--- src/rtl/mips_fetch_queue.sv ---
// Instruction-fetch front end: owns the fetch PC, issues 1-cycle-latency imem reads and
// buffers returned words with their PCs in a small FIFO toward decode.
module mips_fetch_queue #(
  parameter int unsigned XLEN       = 32,
  parameter int unsigned IMEM_BYTES = 128,
  parameter int unsigned QDEPTH     = 4,
  parameter logic [XLEN-1:0] RESET_PC = '0,
  localparam int unsigned AW = $clog2(IMEM_BYTES),
  localparam int unsigned CW = $clog2(QDEPTH + 1)
) (
  input  logic            clk,
  input  logic            rst_n,
  input  logic            fetch_en,
  output logic            imem_req,
  output logic [AW-1:0]   imem_addr,
  input  logic [XLEN-1:0] imem_rdata,
  input  logic            redirect_valid,
  input  logic [XLEN-1:0] redirect_pc,
  output logic            instr_valid,
  input  logic            instr_ready,
  output logic [XLEN-1:0] instr,
  output logic [XLEN-1:0] instr_pc,
  output logic [CW-1:0]   q_count
);

  localparam int unsigned PW = (QDEPTH > 1) ? $clog2(QDEPTH) : 1;

  logic [XLEN-1:0] fpc;
  logic [XLEN-1:0] pend_pc;
  logic            pending;
  logic [CW-1:0]   count;
  logic [PW-1:0]   rd_ptr;
  logic [PW-1:0]   wr_ptr;
  logic [XLEN-1:0] fifo_instr [QDEPTH];
  logic [XLEN-1:0] fifo_pc    [QDEPTH];

  logic [CW:0] occupancy;
  logic        push;
  logic        pop;

  function automatic logic [PW-1:0] ptr_inc(input logic [PW-1:0] p);
    return (p == PW'(QDEPTH - 1)) ? '0 : p + PW'(1);
  endfunction

  // Credit includes the in-flight read so a returning word always has a slot.
  assign occupancy   = {1'b0, count} + {{CW{1'b0}}, pending};
  assign imem_req    = rst_n & fetch_en & ~redirect_valid & (occupancy < (CW+1)'(QDEPTH));
  assign imem_addr   = fpc[AW-1:0];
  assign instr_valid = rst_n & ~redirect_valid & (count != '0);
  assign instr       = (count != '0) ? fifo_instr[rd_ptr] : '0;
  assign instr_pc    = (count != '0) ? fifo_pc[rd_ptr]    : '0;
  assign q_count     = count;
  assign push        = pending & ~redirect_valid;
  assign pop         = instr_valid & instr_ready;

  always_ff @(posedge clk) begin
    if (!rst_n) begin
      fpc     <= RESET_PC;
      pend_pc <= '0;
      pending <= 1'b0;
      count   <= '0;
      rd_ptr  <= '0;
      wr_ptr  <= '0;
    end else if (redirect_valid) begin
      fpc     <= redirect_pc & ~XLEN'(3);
      pending <= 1'b0;
      count   <= '0;
      rd_ptr  <= '0;
      wr_ptr  <= '0;
    end else begin
      pending <= imem_req;
      if (imem_req) begin
        fpc     <= fpc + XLEN'(4);
        pend_pc <= fpc;
      end
      if (push) wr_ptr <= ptr_inc(wr_ptr);
      if (pop)  rd_ptr <= ptr_inc(rd_ptr);
      case ({push, pop})
        2'b10:   count <= count + CW'(1);
        2'b01:   count <= count - CW'(1);
        default: count <= count;
      endcase
    end
  end

  // Storage needs no reset: only entries covered by count are ever exposed.
  always_ff @(posedge clk) begin
    if (rst_n && push) begin
      fifo_instr[wr_ptr] <= imem_rdata;
      fifo_pc[wr_ptr]    <= pend_pc;
    end
  end

endmodule

--- config.mk ---
export PLATFORM = sky130hd
export DESIGN_NAME = mips_fetch_queue
export DESIGN_NICKNAME = d
export VERILOG_FILES = /design/src/rtl/mips_fetch_queue.sv
export SDC_FILE = /design/constraint.sdc
export NUM_CORES = 1
export LEC_CHECK = 0
export ABC_CLOCK_PERIOD_IN_PS = 6400
export CAP_MARGIN = 30
export CORE_ASPECT_RATIO = 1.2
export CORE_MARGIN = 4
export CORE_UTILIZATION = 30
export CTS_BUF_LIST = sky130_fd_sc_hd__clkbuf_16
export DETAILED_ROUTE_END_ITERATION = 12
export HOLD_SLACK_MARGIN = 0.15
export PLACE_DENSITY = 0.53
export SYNTH_ARGS = -nofsm -noshare
export SYNTH_HDL_FRONTEND = slang
export SYNTH_SLANG_ARGS = --single-unit
export TNS_END_PERCENT = 1
--- constraint.sdc ---
create_clock -name clk -period 6.4 [get_ports clk]
set_clock_uncertainty 0.15 [all_clocks]
set_input_delay 1.28 -clock clk [delete_from_list [all_inputs] [get_ports clk]]
set_output_delay 1.28 -clock clk [all_outputs]
set_load 0.05 [all_outputs]
==> impl_results.html, run 1 <==
<table>
<tr><th>Metric</th><th>Value</th></tr>
<tr><th colspan="2">Synthesis</th></tr>
<tr><td>Number of warning messages in the yosys log</td><td>0</td></tr>
<tr><td>Syn Std Cell Area</td><td>12600 um2</td></tr>
<tr><td>Most frequent cells after synthesis</td><td>edfxtp_1 (248), nand2_1 (88), dfxtp_1 (70), nor2b_1 (63), mux4_2 (62)</td></tr>
<tr><td>Top cells by area, synth</td><td>edfxtp_1 (59%), dfxtp_1 (11%), mux4_2 (11%)</td></tr>
<tr><td>Primary flip-flop cell chosen by synthesis mapping</td><td>edfxtp_1</td></tr>
<tr><td>Arithmetic-cell share of the synthesized area counting full adders, half adders and majority gates</td><td>0.00852</td></tr>
<tr><td>Synthesized instance count</td><td>about 800</td></tr>
<tr><td>Share of async-settable or async-resettable flops after synthesis</td><td>0</td></tr>
<tr><td>Xor-xnor portion of the synthesized cell area</td><td>0.00901</td></tr>
<tr><td>Number of enable-type register cells in the synthesized netlist</td><td>roughly 250</td></tr>
<tr><td>Synth Area in Simple Gates</td><td>0.101</td></tr>
<tr><td>Number of storage elements in the synthesis netlist</td><td>~320</td></tr>
<tr><td>Top-count cell post-synth</td><td>edfxtp_1</td></tr>
<tr><td>Synthesized-area fraction occupied by ao, oa, aoi and oai cells</td><td>0.0421</td></tr>
<tr><td>Fraction of the yosys area taken by sequential cells</td><td>0.700</td></tr>
<tr><td>Largest family of logic cells by synthesized area</td><td>multiplexers</td></tr>
<tr><td>Netlist cell types</td><td>48</td></tr>
<tr><td>Cell accounting for the most synthesized area</td><td>edfxtp_1</td></tr>
<tr><td>Area share of the largest cell type after synthesis</td><td>0.589</td></tr>
<tr><td>Mux contribution to synthesized area</td><td>0.115</td></tr>
<tr><td>Avg Cell Area, Syn</td><td>around 16 um2</td></tr>
<tr><th colspan="2">Floorplanning</th></tr>
<tr><td>Die ar.</td><td>45500 um2</td></tr>
<tr><td>Number of standard-cell rows in the floorplan</td><td>a little over 80</td></tr>
<tr><td>Total core area</td><td>41700 um2</td></tr>
<tr><td>Die Width</td><td>about 200 um</td></tr>
<tr><td>Starting Density</td><td>0.303</td></tr>
<tr><td>IO Count</td><td>~150</td></tr>
<tr><td>Die outline height</td><td>~230 um</td></tr>
<tr><th colspan="2">Global routing</th></tr>
<tr><td>Aggregate global-route resource usage</td><td>0.127</td></tr>
<tr><td>Vias in the first global route</td><td>7619</td></tr>
<tr><td>Initial antenna violation count</td><td>0</td></tr>
<tr><td>Global routing met2 resource utilization</td><td>0.213</td></tr>
<tr><td>Met1 capacity usage during global routing</td><td>0.166</td></tr>
<tr><td>First-pass GRT wire length</td><td>around 45 mm</td></tr>
<tr><td>Most congested layer reported by global routing</td><td>met2</td></tr>
<tr><td>Global route overflow</td><td>0</td></tr>
<tr><td>Largest net degree at the start of global routing</td><td>65</td></tr>
<tr><td>Met3 routing resource usage after global routing</td><td>0.0243</td></tr>
<tr><th colspan="2">Timing</th></tr>
<tr><td>WHS</td><td>roughly 340 ps</td></tr>
<tr><td>Max Clk Rate</td><td>a little under 200 MHz</td></tr>
<tr><td>Fin. Hold Viols</td><td>0</td></tr>
<tr><td>Worst path setup slack after routing</td><td>roughly 1400 ps</td></tr>
<tr><td>Share of the clock period used by the worst path after layout</td><td>0.786</td></tr>
<tr><td>Final-report max-slew violation count</td><td>0</td></tr>
<tr><td>Period minus WS final</td><td>roughly 5000 ps</td></tr>
<tr><td>Pin slew with the least headroom to its limit</td><td>between 1000 and 1500 ps</td></tr>
<tr><td>Number of endpoints failing setup at the final stage</td><td>0</td></tr>
<tr><td>Max-Slew Margin vs Limit</td><td>0.302</td></tr>
<tr><td>Unrepaired setup endpoints after global routing</td><td>false</td></tr>
<tr><td>Post-route setup TNS</td><td>0 ps</td></tr>
<tr><th colspan="2">Pwr</th></tr>
<tr><td>Max rail drop VDD</td><td>between 150 and 200 uV</td></tr>
<tr><td>Cell Pwr Density</td><td>~280 nW/um2</td></tr>
<tr><td>Final Power</td><td>4500 uW</td></tr>
<tr><td>Leakage power of the design</td><td>0.00507 uW</td></tr>
<tr><th colspan="2">Worst setup path</th></tr>
<tr><td>Kind of critical path</td><td>input pin to output port</td></tr>
<tr><td>Library cell appearing most often on the critical path</td><td>clkdlybuf4s50_1</td></tr>
<tr><td>Startpoint types</td><td>input pin</td></tr>
<tr><td>Data required time at the worst endpoint</td><td>around 5000 ps</td></tr>
<tr><td>Critical Path AT</td><td>about 3600 ps</td></tr>
<tr><td>Max stage delay on crit path</td><td>around 840 ps</td></tr>
<tr><td>Crit-path cells</td><td>clkdlybuf4s50_1 &gt; nand2b_1 &gt; buf_4 &gt; or3_4 &gt; clkinv_2 &gt; clkdlybuf4s50_1</td></tr>
<tr><td>Type of destination of the critical path</td><td>output port</td></tr>
<tr><td>Largest fanout of any net on the critical path</td><td>39</td></tr>
<tr><td>Worst path slowest cell</td><td>clkdlybuf4s50_1</td></tr>
<tr><th colspan="2">Placement</th></tr>
<tr><td>Total placed cells including tap cells</td><td>around 1500</td></tr>
<tr><td>Detailed placer's ending HPWL</td><td>17.8 mm</td></tr>
<tr><td>Setup slack after placement</td><td>around 1300 ps</td></tr>
<tr><td>Final RePlAce weighted congestion</td><td>around 0.79</td></tr>
<tr><td>Number of port buffers</td><td>138</td></tr>
<tr><th colspan="2">Status</th></tr>
<tr><td>Outcome</td><td>finished clean</td></tr>
<tr><th colspan="2">Clocking</th></tr>
<tr><td>Clock Pin Slew Worst Setup and Hold Paths</td><td>roughly 60 ps</td></tr>
<tr><td>Clock sinks</td><td>around 320</td></tr>
<tr><td>Root Buffer Master</td><td>clkbuf_16</td></tr>
<tr><td>Cts repair resizes</td><td>0</td></tr>
<tr><td>H-tree levels</td><td>2</td></tr>
<tr><td>Buffer levels on the longest clock path</td><td>3</td></tr>
<tr><td>CTS tree</td><td>built</td></tr>
<tr><td># Post-CTS Setup Buffers</td><td>0</td></tr>
<tr><td>Post-CTS Hold Fix Bufs</td><td>0</td></tr>
<tr><td>Number of buffers inserted during clock tree synthesis</td><td>36</td></tr>
<tr><td>Later-pin clock latency in the skew report</td><td>about 520 ps</td></tr>
<tr><th colspan="2">Finish</th></tr>
<tr><td>Area growth syn-to-layout</td><td>25.8%</td></tr>
<tr><td>Diode count</td><td>0</td></tr>
<tr><td>Final cell count without fillers</td><td>roughly 1500</td></tr>
<tr><td>Layout cells sized above 1</td><td>0.148</td></tr>
<tr><td>Final nets</td><td>a little over 1000</td></tr>
<tr><th colspan="2">Detailed routing</th></tr>
<tr><td>Number of design rule violations left after detail routing</td><td>0</td></tr>
<tr><td>Count of nets left with antenna violations after detail routing</td><td>0</td></tr>
<tr><td>Drt wl/cell</td><td>about 19 um</td></tr>
<tr><td>Initial detailed-routing violation count</td><td>around 400</td></tr>
<tr><td>Routed via count divided by cell count</td><td>between 4 and 5</td></tr>
<tr><td>Iteration count of the initial detailed-routing pass</td><td>4</td></tr>
<tr><td>Routed Wire Length</td><td>between 20 and 30 mm</td></tr>
<tr><td>Via total after detailed routing</td><td>~7200</td></tr>
<tr><th colspan="2">Min path</th></tr>
<tr><td>Worst Hold Class</td><td>flip-flop to flip-flop</td></tr>
<tr><th colspan="2">Flow run</th></tr>
<tr><td>Number of max-cap violations</td><td>0</td></tr>
</table>
worst max-delay path, delay by kind of cell:
kind          cells  cell delay (ps)
buf+inv           4             1550
simple gates      2              760
final cells by class:
class	instances	area, um2
Clock inverter	27	262
Multi-Input combinational cell	434	3530
Tap cell	546	683
Timing Repair Buffer	155	1570
Sequential cell	318	8860
Clock buffer	38	951
Fill cell	3974	25800
Inverter	13	50.0
through the flow:
step / util / instance area, um2
finish: 0.382 / 15900
floorplan: - / 12600
CTS: 0.382 / 15900
global route: 0.382 / 15900
detailed placement: 0.353 / 14700
global placement: 0.351 / 14600
final timing paths:
kind	depth (start not counted)	endpoint	slack, ps	start
setup / recovery	6	imem_req	1370	redirect_valid
hold / removal	2	pend_pc[28]	340	fpc[28]
setup reg to reg	7	fpc[11]	3570	pending
hold reg to reg	2	pend_pc[28]	340	fpc[28]
routing by layer:
layer,vias up,wire length [um]
met1,3592,12700
met5,-,0
met4,0,663
met3,44,1240
li1,3394,-
met2,167,14400
flip-flops by register name, summed over array words and instances, names as in the netlist, named ones only:
| name | count |
|---|---|
| wr_ptr | 2 |
| q_count | 3 |
| fifo_pc | 120 |
| rd_ptr | 2 |
| fpc | 30 |
| fifo_instr | 128 |
| pend_pc | 30 |
| pending | 1 |
report_power, final:
group          switching [uW]  internal (uW)  total [uW]  leakage, uW
logic                    86.7           71.3         158      0.00152
clock network             810           1280        2090     0.000634
registers                25.2           2230        2260      0.00292
kinds of logic after synthesis:
| kind of cell | Yosys count |
|---|---|
| buf+inv | 66 |
| xor+xnor | 13 |
| simple gates | 250 |
| other cells | 1 |
| compound gates | 91 |
| flops | 318 |
| fa+ha+maj | 8 |
| mux | 68 |
layout by cell type, fill, tap and decap left out, types with 3 or more instances in the layout:
cell type,instances
mux2i_1,4
xor2_1,8
inv_1,20
mux4_2,62
nand2b_1,3
nor2_1,20
nor2b_1,63
dfxtp_1,68
nand4_1,15
and2_1,4
clkdlybuf4s50_1,138
conb_1,4
bufinv_16,5
buf_16,3
a21oi_1,46
o21a_1,4
and3_1,7
clkinv_2,8
ha_1,7
edfxtp_1,248
nor4_1,3
and3_4,4
and4_1,3
nand3_1,20
or3_1,6
buf_4,14
o21ai_0,15
o311ai_0,3
xnor2_1,5
a31oi_1,8
nor3_1,7
o22ai_1,3
clkbuf_16,38
o211ai_1,3
nand2_1,88
(Power assumes the default switching activity.)
==> run 2: changes to the inputs <==
Settings changed: ABC_CLOCK_PERIOD_IN_PS 6400 to 4300, PLACE_DENSITY 0.53 to 0.55.
Clock period 6.4 ns to 4.3 ns, I/O delays scaled along.
==> run 2 against run 1 <==
  * Wire length is 0.21% higher
  * Highest routed layer unchanged
  * Non-clock buffer count increased by 11
  * Critical path type is now flip-flop to output port
  * First-iteration DRC count down 10%
  * Sequential cell count did not move
  * Register-to-register slack worse by 2000 ps
==> impl_results.html, run 2 (synthesis results as in run 1) <==
<table>
<tr><th>Metric</th><th>Value</th></tr>
<tr><th colspan="2">Detailed routing</th></tr>
<tr><td>Routed via count divided by cell count</td><td>between 4 and 5</td></tr>
<tr><td>Count of nets left with antenna violations after detail routing</td><td>0</td></tr>
<tr><td>Iteration count of the initial detailed-routing pass</td><td>4</td></tr>
<tr><td>Drt wl/cell</td><td>around 19 um</td></tr>
<tr><td>Number of design rule violations left after detail routing</td><td>0</td></tr>
<tr><td>Routed Wire Length</td><td>29.0 mm</td></tr>
<tr><td>Via total after detailed routing</td><td>about 7000</td></tr>
<tr><td>Initial detailed-routing violation count</td><td>357</td></tr>
<tr><th colspan="2">Pwr</th></tr>
<tr><td>Max rail drop VDD</td><td>roughly 210 uV</td></tr>
<tr><td>Sw Ratio</td><td>0.203</td></tr>
<tr><td>Combinational fraction of design power</td><td>0.036</td></tr>
<tr><td>Net switching power</td><td>roughly 1300 uW</td></tr>
<tr><td>Leakage power of the design</td><td>between 0.005 and 0.006 uW</td></tr>
<tr><td>Clk pwr share</td><td>0.447</td></tr>
<tr><td>Cell Pwr Density</td><td>between 400 and 500 nW/um2</td></tr>
<tr><td>Internal Pwr Total</td><td>5180 uW</td></tr>
<tr><td>Sequential Power Share</td><td>0.517</td></tr>
<tr><th colspan="2">Timing</th></tr>
<tr><td>Number of endpoints failing setup at the final stage</td><td>0</td></tr>
<tr><td>Max-Slew Margin vs Limit</td><td>0.381</td></tr>
<tr><td>Pin slew with the least headroom to its limit</td><td>just over 900 ps</td></tr>
<tr><td>Final-report max-slew violation count</td><td>0</td></tr>
<tr><td>WHS</td><td>about 340 ps</td></tr>
<tr><td>Share of the clock period used by the worst path after layout</td><td>0.884</td></tr>
<tr><td>Max Clk Rate</td><td>263 MHz</td></tr>
<tr><td>Fin. Hold Viols</td><td>0</td></tr>
<tr><td>Unrepaired setup endpoints after global routing</td><td>false</td></tr>
<tr><td>Post-route setup TNS</td><td>0 ps</td></tr>
<tr><td>Period minus WS final</td><td>~3800 ps</td></tr>
<tr><th colspan="2">Clocking</th></tr>
<tr><td>Root Buffer Master</td><td>clkbuf_16</td></tr>
<tr><td># Post-CTS Setup Buffers</td><td>0</td></tr>
<tr><td>Clock Pin Slew Worst Setup and Hold Paths</td><td>roughly 60 ps</td></tr>
<tr><td>Later-pin clock latency in the skew report</td><td>approximately 510 ps</td></tr>
<tr><td>CTS tree</td><td>built</td></tr>
<tr><td>H-tree levels</td><td>2</td></tr>
<tr><td>Buffer levels on the longest clock path</td><td>3</td></tr>
<tr><td>Number of buffers inserted during clock tree synthesis</td><td>34</td></tr>
<tr><td>Clock sinks</td><td>between 300 and 400</td></tr>
<tr><td>Cts repair resizes</td><td>0</td></tr>
<tr><td>Post-CTS Hold Fix Bufs</td><td>0</td></tr>
<tr><th colspan="2">Global routing</th></tr>
<tr><td>Most congested layer reported by global routing</td><td>met2</td></tr>
<tr><td>Largest net degree at the start of global routing</td><td>65</td></tr>
<tr><td>Vias in the first global route</td><td>between 7000 and 8000</td></tr>
<tr><td>Met3 routing resource usage after global routing</td><td>0.0216</td></tr>
<tr><td>Met1 capacity usage during global routing</td><td>0.169</td></tr>
<tr><td>First-pass GRT wire length</td><td>about 45 mm</td></tr>
<tr><td>Initial antenna violation count</td><td>0</td></tr>
<tr><td>Global routing met2 resource utilization</td><td>0.215</td></tr>
<tr><td>Aggregate global-route resource usage</td><td>0.127</td></tr>
<tr><td>Global route overflow</td><td>0</td></tr>
<tr><th colspan="2">Finish</th></tr>
<tr><td>Most flops, register</td><td>fifo_instr</td></tr>
<tr><td>Final nets</td><td>about 1000</td></tr>
<tr><td>Area growth syn-to-layout</td><td>25.7%</td></tr>
<tr><td>Layout cells sized above 1</td><td>0.151</td></tr>
<tr><td>Commonest non-fill, non-tap cells in the layout</td><td>edfxtp_1 (248), clkdlybuf4s50_1 (136), nand2_1 (88)</td></tr>
<tr><td>Footprint of the multi-input gates</td><td>3530 um2</td></tr>
<tr><td>FF+latch area</td><td>8860 um2</td></tr>
<tr><td>Fill cells</td><td>about 4000</td></tr>
<tr><td>Top Registers</td><td>fifo_instr x128, fifo_pc x120</td></tr>
<tr><td>Max reg flops</td><td>~130</td></tr>
<tr><td>Diode count</td><td>0</td></tr>
<tr><td>Most common cell after layout, fill and taps aside</td><td>edfxtp_1</td></tr>
<tr><th colspan="2">Floorplanning</th></tr>
<tr><td>Die outline height</td><td>233 um</td></tr>
<tr><td>Number of standard-cell rows in the floorplan</td><td>82</td></tr>
<tr><td>Die Width</td><td>195 um</td></tr>
<tr><td>IO Count</td><td>145</td></tr>
<tr><td>Total core area</td><td>about 42000 um2</td></tr>
<tr><td>Die ar.</td><td>approximately 45000 um2</td></tr>
<tr><td>Starting Density</td><td>0.303</td></tr>
<tr><th colspan="2">Status</th></tr>
<tr><td>Outcome</td><td>finished clean</td></tr>
<tr><th colspan="2">Worst setup path</th></tr>
<tr><td>Register-to-register path setup slack</td><td>1600 ps</td></tr>
<tr><td>Largest fanout of any net on the critical path</td><td>33</td></tr>
<tr><td>Crit-path cells</td><td>buf_12 &gt; mux4_2 &gt; nor2b_1 &gt; clkdlybuf4s50_1</td></tr>
<tr><td>Kind of critical path</td><td>flip-flop to output port</td></tr>
<tr><td>Startpoint types</td><td>flip-flop</td></tr>
<tr><td>Max stage delay on crit path</td><td>~780 ps</td></tr>
<tr><td>Type of destination of the critical path</td><td>output port</td></tr>
<tr><td>Data required time at the worst endpoint</td><td>between 3000 and 4000 ps</td></tr>
<tr><td>Critical Path AT</td><td>2790 ps</td></tr>
<tr><td>Buffer and inverter count on the worst path</td><td>2</td></tr>
<tr><td>Kind of cell adding the most delay to the critical path</td><td>buffers and inverters</td></tr>
<tr><td>Worst path slowest cell</td><td>clkdlybuf4s50_1</td></tr>
<tr><th colspan="2">Placement</th></tr>
<tr><td>Number of port buffers</td><td>138</td></tr>
<tr><td>Detailed placer's ending HPWL</td><td>roughly 19 mm</td></tr>
<tr><td>Final RePlAce weighted congestion</td><td>about 0.8</td></tr>
<tr><th colspan="2">Min path</th></tr>
<tr><td>Worst Hold Class</td><td>flip-flop to flip-flop</td></tr>
<tr><th colspan="2">Flow run</th></tr>
<tr><td>Number of max-cap violations</td><td>0</td></tr>
</table>
[run 2: cell type report]
type	count	area share
flip-flops and latches	318	0.558
multi-input cells	434	0.222
inverters	13	0.00315
clock buffers	36	0.0567
well taps	546	0.0430
clock inverters	24	0.0131
repair buffers	166	0.104
[run 2: power by group through the flow]
stage | Combinational (uW) | Sequential (uW) | Clock [uW]
6_report | 237 | 3360 | 2900
3_3_place_gp | 238 | 3420 | 0
5_1_grt | 260 | 3360 | 3130
2_1_floorplan | 126 | 3410 | 0
4_1_cts | 241 | 3360 | 3000
3_5_place_dp | 240 | 3420 | 0
[run 2: final timing paths]
path,startpoint,cells after the start,to
setup reg to reg,q_count[2],10,q_count[2]
setup / recovery,flip-flop,4,instr_pc[28]
hold reg to reg,fpc[28],2,pend_pc[28]
hold / removal,fpc[28],2,pend_pc[28]
[run 2: per-stage QoR]
stage	power (uW)	setup slack (ps)	utilization	cell area [um2]	std cells
final	6500	499	0.381	15900	1537
after detailed placement	3660	879	0.355	14800	1477
after floorplan	3540	904	-	12600	818
after global placement	3660	893	0.355	14800	1477
after CTS	6600	400	0.381	15900	1537
after global routing	6750	348	0.381	15900	1537
[run 2: per-layer routing]
metal | vias up | wire (um)
met5 | - | 0
met4 | 0 | 680
met3 | 43 | 1170
met2 | 171 | 14400
met1 | 3580 | 12800
li1 | 3398 | -
[run 2: worst reg2reg max path, cell delays in order (launching register included)]
cell and delay (ps):
dfxtp_1 490, nor3_2 110, buf_12 230, nor2_1 270, and2_1 180, ha_1 170, inv_1 60, fa_1 370
xor2_1 150, or3_1 310, a21oi_1 140
